### config.mk
export PLATFORM = sky130hd
export DESIGN_NAME = conv_sequencer
export DESIGN_NICKNAME = d
export VERILOG_FILES = /design/src/rtl/conv_sequencer.sv
export SDC_FILE = /design/constraint.sdc
export NUM_CORES = 1
export LEC_CHECK = 0
export BUFFER_PORTS_ARGS = -buffer_cell sky130_fd_sc_hd__buf_4
export CAP_MARGIN = 10
export CORE_MARGIN = 8
export CORE_UTILIZATION = 30
export CTS_CLUSTER_SIZE = 40
export DETAILED_ROUTE_END_ITERATION = 7
export SETUP_SLACK_MARGIN = 0.4
export SYNTH_ARGS = -nofsm -noshare
export SYNTH_HDL_FRONTEND = slang
export SYNTH_SLANG_ARGS = --single-unit
### constraint.sdc
create_clock -name clk -period 2.7 [get_ports clk]
set_clock_uncertainty 0.2 [all_clocks]
set_input_delay 0.27 -clock clk [delete_from_list [all_inputs] [get_ports clk]]
set_output_delay 0.27 -clock clk [all_outputs]
set_load 0.03 [all_outputs]
### src/rtl/conv_sequencer.sv
`default_nettype none
// ============================================================================
// Module      : conv_sequencer
// Description : Streams an IMG_W x IMG_H image out of a 1-cycle-latency ROM in
//               raster order, loads each pixel into a 3x3 window shifter and
//               flags every position where a full window is present.
//
//               Ports
//                 clk        rising-edge clock
//                 rst        synchronous active-high reset
//                 start      frame request pulse (accepted only in IDLE)
//                 out_ready  downstream accepts the current window result
//                 rom_en     ROM read strobe
//                 rom_addr   raster-order pixel address
//                 shift_en   window shift-register load enable
//                 out_valid  a full 3x3 window is present
//                 busy       high in RUN and DRAIN
//                 done       one-cycle pulse at frame end
//
//               Optional feature macro: SEQ_BACKPRESSURE_EN
//                 defined   : out_ready can stall the pipeline
//                 undefined : out_ready is ignored, frame time is fixed
// Revision    : 1.0 - initial release
// ============================================================================
module conv_sequencer #(
    parameter int IMG_W  = 32,
    parameter int IMG_H  = 32,
    parameter int ADDR_W = 10
) (
    input  logic              clk,
    input  logic              rst,
    input  logic              start,
    input  logic              out_ready,
    output logic              rom_en,
    output logic [ADDR_W-1:0] rom_addr,
    output logic              shift_en,
    output logic              out_valid,
    output logic              busy,
    output logic              done
);

    localparam int C_COL_W = (IMG_W > 1) ? $clog2(IMG_W) : 1;
    // One extra code so the row counter can step past the last row cleanly
    localparam int C_ROW_W = $clog2(IMG_H + 1);

    localparam logic [ADDR_W-1:0]  C_LAST_ADDR = ADDR_W'(IMG_W * IMG_H - 1);
    localparam logic [C_COL_W-1:0] C_COL_LAST  = C_COL_W'(IMG_W - 1);
    localparam logic [C_COL_W-1:0] C_COL_TWO   = C_COL_W'(2);
    localparam logic [C_ROW_W-1:0] C_ROW_TWO   = C_ROW_W'(2);

    typedef enum logic [1:0] {
        S_IDLE  = 2'd0,
        S_RUN   = 2'd1,
        S_DRAIN = 2'd2,
        S_DONE  = 2'd3
    } state_t;

    state_t              r_state;
    logic [ADDR_W-1:0]   r_addr;
    logic [C_COL_W-1:0]  r_col;
    logic [C_ROW_W-1:0]  r_row;
    logic                r_pending;
    logic                r_out_valid;
    logic                r_busy;
    logic                r_done;

    logic                w_ready_eff;
    logic                w_stall;
    logic                w_rom_en;
    logic                w_shift_en;
    logic                w_win;

`ifdef SEQ_BACKPRESSURE_EN
    assign w_ready_eff = out_ready;
`else
    // Downstream is assumed to always take the result; out_ready has no effect
    logic w_unused_ready;
    assign w_unused_ready = out_ready;
    assign w_ready_eff    = 1'b1;
`endif

    // A result that is presented but not taken freezes the whole pipeline
    assign w_stall    = r_out_valid & ~w_ready_eff;
    assign w_rom_en   = (r_state == S_RUN) & ~w_stall;
    // The ROM holds its data while rom_en is low, so a pending pixel can wait
    assign w_shift_en = r_pending & ~w_stall;
    // Pixel being shifted closes a 3x3 window once two rows and two columns precede it
    assign w_win      = (r_col >= C_COL_TWO) & (r_row >= C_ROW_TWO);

    always_ff @(posedge clk) begin
        if (rst) begin
            r_state     <= S_IDLE;
            r_addr      <= '0;
            r_col       <= '0;
            r_row       <= '0;
            r_pending   <= 1'b0;
            r_out_valid <= 1'b0;
            r_busy      <= 1'b0;
            r_done      <= 1'b0;
        end else begin
            // Read issued this cycle becomes the pixel to shift next cycle
            r_pending <= w_rom_en | (r_pending & ~w_shift_en);

            if (w_shift_en) begin
                if (r_col == C_COL_LAST) begin
                    r_col <= '0;
                    r_row <= r_row + 1'b1;
                end else begin
                    r_col <= r_col + 1'b1;
                end
            end

            if (w_shift_en && w_win) begin
                r_out_valid <= 1'b1;
            end else if (w_ready_eff) begin
                r_out_valid <= 1'b0;
            end

            // Address parks on the last pixel instead of wrapping
            if (w_rom_en && (r_addr != C_LAST_ADDR)) begin
                r_addr <= r_addr + 1'b1;
            end

            case (r_state)
                S_IDLE: begin
                    r_done <= 1'b0;
                    if (start) begin
                        r_state     <= S_RUN;
                        r_busy      <= 1'b1;
                        r_addr      <= '0;
                        r_col       <= '0;
                        r_row       <= '0;
                        r_pending   <= 1'b0;
                        r_out_valid <= 1'b0;
                    end
                end
                S_RUN: begin
                    if (w_rom_en && (r_addr == C_LAST_ADDR)) begin
                        r_state <= S_DRAIN;
                    end
                end
                S_DRAIN: begin
                    if (!r_pending && (!r_out_valid || w_ready_eff)) begin
                        r_state <= S_DONE;
                        r_busy  <= 1'b0;
                        r_done  <= 1'b1;
                    end
                end
                S_DONE: begin
                    // start is deliberately not looked at here
                    r_state <= S_IDLE;
                    r_done  <= 1'b0;
                end
                default: begin
                    r_state <= S_IDLE;
                    r_busy  <= 1'b0;
                    r_done  <= 1'b0;
                end
            endcase
        end
    end

    // Outputs are forced low for the whole time reset is held
    assign rom_en    = w_rom_en & ~rst;
    assign rom_addr  = rst ? '0 : r_addr;
    assign shift_en  = w_shift_en & ~rst;
    assign out_valid = r_out_valid & ~rst;
    assign busy      = r_busy & ~rst;
    assign done      = r_done & ~rst;

endmodule
`default_nettype wire

==> reports/results.ini, run 1 <==
[finish]
nNetsFinal=200
finalNonFillerCells=238
design_area_mm2=0.00166
fin_util_pct=35.5
antenna_cells=0
layout-drive-gt1-share_pct=14.7
area_delta_synth_final_pct=15.2

[critical_path]
crit_path_start_kind=flop
worstSetupPathType=reg -> reg
worstPathRequired_ns=2.67
rr_worst_depth=6
cp_slowest_cell=or4_4
crit_fanout=5
cp_top_family=simple AND/OR/NAND/NOR gates
critPathMaxStageDelay_ns=0.48
rrSetupSlack_ns=0.81
path_buf_inv=1
end_kind=flop
r2r-start=r_state[1]
worstPathArrival_ns=1.86
path_cells=inv_1, ha_1, nand4_1, or4_4, nor3_2, a211oi_2
worstReg2RegEnd=r_addr[9]

[synthesis]
avgSynthCellArea_um2=8.50
ys_seq_elements=27
ys_async_sr_fraction_pct=0
synth.most_common_cell=nor2_1
synth_top_flop_cell=dfxtp_1
synth_cell_type_count=37
synth_top_area_share_pct=37.6
synth_top_area_cell=dfxtp_1
synthCells=169
ys_top_cells_by_area=dfxtp_1 (38%), ha_1 (9.6%), nor2_1 (7.3%)
syn_area_mm2=0.00144
yosysSeqAreaShare_pct=37.6
yosys_warnings=0
syn-num-nets=184
synth_commonest_cells=nor2_1 (28), dfxtp_1 (27), ha_1 (11), inv_1 (11), nor2b_1 (11)
synth_edf_count=0

[run]
cap_violations=0

[placement]
pre_cts_slack_ns=0.837
io_buffers=17
dp_hpwl_um=2030
placed_cell_area_mm2=0.00161
place_congestion=0.772
dp.cells=234

[sta]
period_minus_slack_ns=1.89
period_share_pct=70.1
maxSlewHeadroom_pct=69.4
rsz0062_at_grt=false
slew_violations=0
fmax_mhz=528
fin_ws_ns=0.807
hold_viol=0
setup_viol=0
worst_pin_slew_ns=0.454
finalSetupTns_ns=0
whs_ns=0.108

[clock_network]
cts_tree=done
cts-root-buf=clkbuf_8
worstSkewPairLatency_ns=0.27
clk_pin_slew_ns=0.10
htree_num_levels=1
ctsResizeCount=0
cts_sinks=27
hold_buffers=0
cts_max_path_buffers=2
cts_buffers=3
cts_setup_buffers=0

[power_and_ir_drop]
power_mw=0.964
p_leak_nw=0.639
ir_drop_v=0.000255
p_per_area_mw_per_mm2=582

[drt]
post_drt_via_cell_ratio=4.83
routed_wl_um=2720
dr.pass1.iters=4
dr.first_iter.drc_count=41
wl_per_cell_um=11.4
ant_nets=0
num_vias=1149
drcViolationCount=0

[floorplanning]
die_x_um=85.2
dieArea_mm2=0.00726
boundaryPins=19
dieHeight_um=85.2
initial_utilization_pct=30.8
core_mm2=0.00466
rows=25

[hold_path]
hold_path_end=r_busy
hold_path_depth=4
min_from=start
hold_path.class=in -> reg

[global_route]
grt_usage_pct=8.05
grt_start_max_net_pins=24
antenna_found_initial=0
grt_pass1_vias=1115
grt_overflow=0
grt_pass1_wl_um=4910

[run_status]
outcome=finished clean

-- tightest hold or removal path, cell delays in order --
cell and delay (ns):
buf_4 0.09, nand2_1 0.04, o211ai_1 0.07, a21oi_1 0.06
-- sequential cells by signal, summed over array words and instances, names as in the netlist --
signal and count:
r_pending 1, r_addr 10, r_done 1, r_row 6, r_busy 1, r_state 2
r_col 5, r_out_valid 1
-- how the worst max path moves through the flow --
stage / startpoint / endpoint / slack [ns] / cells past startpoint
final: r_state[1] / r_addr[9] / 0.81 / 6
after global routing: r_col[1] / r_row[5] / 0.62 / 7
after CTS: r_state[1] / r_addr[9] / 0.80 / 6
after detailed placement: r_col[1] / r_row[5] / 0.84 / 7
after global placement: r_state[1] / r_addr[9] / 0.86 / 6
after floorplan: r_col[0] / r_row[5] / 0.97 / 8
-- logic make-up (layout without fill, tap and decap cells) --
| logic type | count (synthesis) | in the layout | share of synthesized area, % |
|---|---|---|---|
| adder cells (fa/ha/maj) | 11 | 11 | 9.58 |
| buffers and inverters | 20 | 35 | 5.49 |
| multiplexers | 4 | 4 | 2.79 |
| AND/OR/NAND/NOR | 72 | 72 | 25.2 |
| XOR/XNOR | 13 | 13 | 7.93 |
| AO/OA/AOI/OAI | 22 | 22 | 11.4 |
| flip-flops | 27 | 27 | 37.6 |
-- layer usage --
layer  part of all wire (%)  vias up  GRT usage (%)
li1                       -      599              -
met1                     48      531           9.51
met2                     45       17           13.1
met3                    6.2        2           2.99
met4                   0.66        0           2.43
met5                      0        -              0
-- cells in the final DEF, fill, tap and decap left out, types with 2 or more instances in the layout --
cell type	count
xnor2_1	7
o41ai_1	2
nand4_1	5
clkinv_1	2
and2_1	2
dfxtp_1	27
o21ai_1	2
ha_1	11
mux2i_1	4
o21ai_0	2
nand2_1	9
a211oi_1	3
a21oi_1	6
or3_1	2
nor3_1	3
and3_1	3
nor2b_1	11
buf_4	18
nand3_1	3
clkbuf_8	3
xor2_1	6
nor2_1	28
inv_1	11
-- report_power, final --
| part | switching [mW] | internal (mW) | leakage, nW | total, mW |
|---|---|---|---|---|
| combinational | 0.166 | 0.107 | 0.395 | 0.273 |
| sequential | 0.0313 | 0.430 | 0.218 | 0.461 |
| clock | 0.126 | 0.103 | 0.0255 | 0.230 |
-- area by class of cell --
type | count | area (µm²)
clock inverters | 1 | 5.00
repair buffers | 18 | 135
multi-input cells | 122 | 817
clock buffers | 3 | 41.3
flip-flops and latches | 27 | 541
fillers | 483 | 3010
inverters | 13 | 48.8
well taps | 54 | 67.6
Power figures use the tool's default switching activity.
==> run 2, diff against run 1 <==
==> constraint.sdc (replaced) <==
create_clock -name clk -period 1.9 [get_ports clk]
set_clock_uncertainty 0.2 [all_clocks]
set_input_delay 0.19 -clock clk [delete_from_list [all_inputs] [get_ports clk]]
set_output_delay 0.19 -clock clk [all_outputs]
set_load 0.03 [all_outputs]
==> run 2 against run 1 <==
  * Sequential power grew 44%
  * Worst hold slack lost 0.066 ns
  * Global-route usage grew 1.5 points
  * Critical path depth is the same
  * Combinational power grew to 2.8 times the previous value
  * Final cell count grew 10%
  * Non-clock buffer count grew 24
  * Sequential share of layout area shrank 5.9 points
  * Wire length grew 30%
  * Via count grew 9.9%
  * Die area is the same
  * Critical path type is now reg -> out
  * Largest cell class unchanged
==> reports/results.ini, run 2 (synthesized netlist as in run 1, its figures left out) <==
[clock_network]
clk_pin_slew_ns=0.10  ; about the same
cts_max_path_buffers=2  ; unchanged
cts_sinks=27  ; unchanged
cts_tree=done
htree_num_levels=1  ; unchanged
hold_buffers=0  ; unchanged
cts-root-buf=clkbuf_8
cts_buffers=3  ; unchanged
worstSkewPairLatency_ns=0.28  ; about the same

[power_and_ir_drop]
seq_power_share_pct=37.7  ; -10 points
intPower_mw=1.14  ; +79%
ir_drop_v=0.000284  ; +11%
p_leak_nw=0.805  ; +26%
p_comb_share_pct=42.9  ; +15 points
switchingPower_mw=0.616  ; +90%
pwr-share-clk_pct=19.3  ; -4.5 points
power_mw=1.76  ; +83%
switching_share_pct=35.0  ; +1.4 points
p_per_area_mw_per_mm2=831  ; +43%

[drt]
dr.pass1.iters=4  ; unchanged
num_vias=1263  ; +9.9%
routed_wl_um=3530  ; +30%
ant_nets=0  ; unchanged
drcViolationCount=0  ; unchanged
post_drt_via_cell_ratio=4.82  ; -0.15%
wl_per_cell_um=13.5  ; +18%
dr.first_iter.drc_count=54  ; +32%

[sta]
fmax_mhz=612
hold_viol=0  ; unchanged
worst_pin_slew_ns=0.293  ; -0.161 ns
fin_ws_ns=0.265  ; -0.543 ns
maxSlewHeadroom_pct=80.5  ; +11 points
period_share_pct=86.1
whs_ns=0.0424  ; -0.0660 ns
slew_violations=0  ; unchanged
period_minus_slack_ns=1.64
setup_viol=0  ; unchanged
finalSetupTns_ns=0  ; unchanged
rsz0062_at_grt=true

[floorplanning]
initial_utilization_pct=30.8  ; unchanged
rows=25  ; unchanged
dieArea_mm2=0.00726  ; unchanged
core_mm2=0.00466  ; unchanged
dieHeight_um=85.2  ; unchanged
boundaryPins=19  ; unchanged
die_x_um=85.2  ; unchanged

[global_route]
grt_pass1_vias=1195  ; +7.2%
antenna_found_initial=0  ; unchanged
grt_start_max_net_pins=24  ; unchanged
grt_usage_pct=9.56  ; +1.5 points
grt_overflow=0  ; unchanged
grt_pass1_wl_um=5680  ; +16%

[finish]
regMostFlops=r_addr
finalNonFillerCells=262  ; +10%
area_delta_synth_final_pct=47.6
nFillCells=443  ; -8.3%
nNetsFinal=224  ; +12%
final-seq-area_um2=567  ; +4.9%
antenna_cells=0  ; unchanged
multiInputGateArea_mm2=0.00105  ; +29%
final_common_cell=buf_4
most-common-layout-cells=buf_4 (37), nor2_1 (24), dfxtp_1 (14)
largest_registers=r_addr x10, r_row x6, r_col x5
fin_util_pct=45.5  ; +10 points
layout-drive-gt1-share_pct=51.0  ; +36 points
design_area_mm2=0.00212  ; +28%
largest_reg_flops=10  ; unchanged

[critical_path]
crit_fanout=3  ; -2
end_kind=output pin
worstSetupPathType=reg -> out
worstPathArrival_ns=1.25  ; -0.61 ns
crit_path_start_kind=flop
rr_worst_depth=6  ; unchanged
worstPathRequired_ns=1.51  ; -1.16 ns
rrSetupSlack_ns=0.26  ; -0.54 ns
startpoint=r_state[1]
r2r-start=r_state[1]

[placement]
io_buffers=17  ; unchanged
dp.cells=235  ; +0.43%
place_congestion=0.710  ; -8.0%
dp_hpwl_um=2010  ; -1.2%
pre_cts_slack_ns=0.227  ; -0.610 ns
placed_cell_area_mm2=0.00167  ; +3.5%

[run]
cap_violations=0  ; unchanged

[run_status]
outcome=finished clean

[hold_path]
hold_path_depth=3  ; -1
hold_path.class=in -> reg
min_from=start

## run 2: path summary, 6_finish.rpt
path,end
worst max register to register,r_addr[9]
worst max-delay path,rom_en
worst min register to register,r_addr[6]
worst min-delay path,r_busy
## run 2: worst max-delay path: stages, from the launching register on
cell and delay [ns]:
dfxtp_2 0.37, inv_4 0.05, ha_4 0.16, buf_4 0.13
inv_2 0.07, nor2_2 0.04, buf_6 0.14
## run 2: power by group through the flow
stage          clock (mW)  combinational (mW)  sequential (mW)
3_3_place_gp            0               0.403            0.680
4_1_cts             0.357               0.585            0.675
2_1_floorplan           0               0.329            0.657
6_report            0.341               0.756            0.664
5_1_grt             0.380               0.819            0.670
3_5_place_dp            0               0.404            0.680
## run 2: routing by layer
metal	share of wire, %	track usage (%)	up-vias
li1	-	-	644
met1	44	11.0	603
met2	52	16.5	12
met3	3.2	3.09	4
met4	0.88	2.43	0
met5	0	0	-
## run 2: cell type report
class / count / area share (%)
Multi-Input combinational cell: 122 / 49.8
Sequential cell: 27 / 26.7
Timing Repair Buffer: 42 / 15.5
Tap cell: 54 / 3.19
Inverter: 13 / 2.54
Clock buffer: 3 / 1.95
Clock inverter: 1 / 0.354
## run 2: repair_timing
action / CTS / global route
cloned: 2 / 0
resized for setup: 34 / 30
setup endpoints to repair: 25 / 27
buffers inserted: 10 / 11
pin swaps: 17 / 14
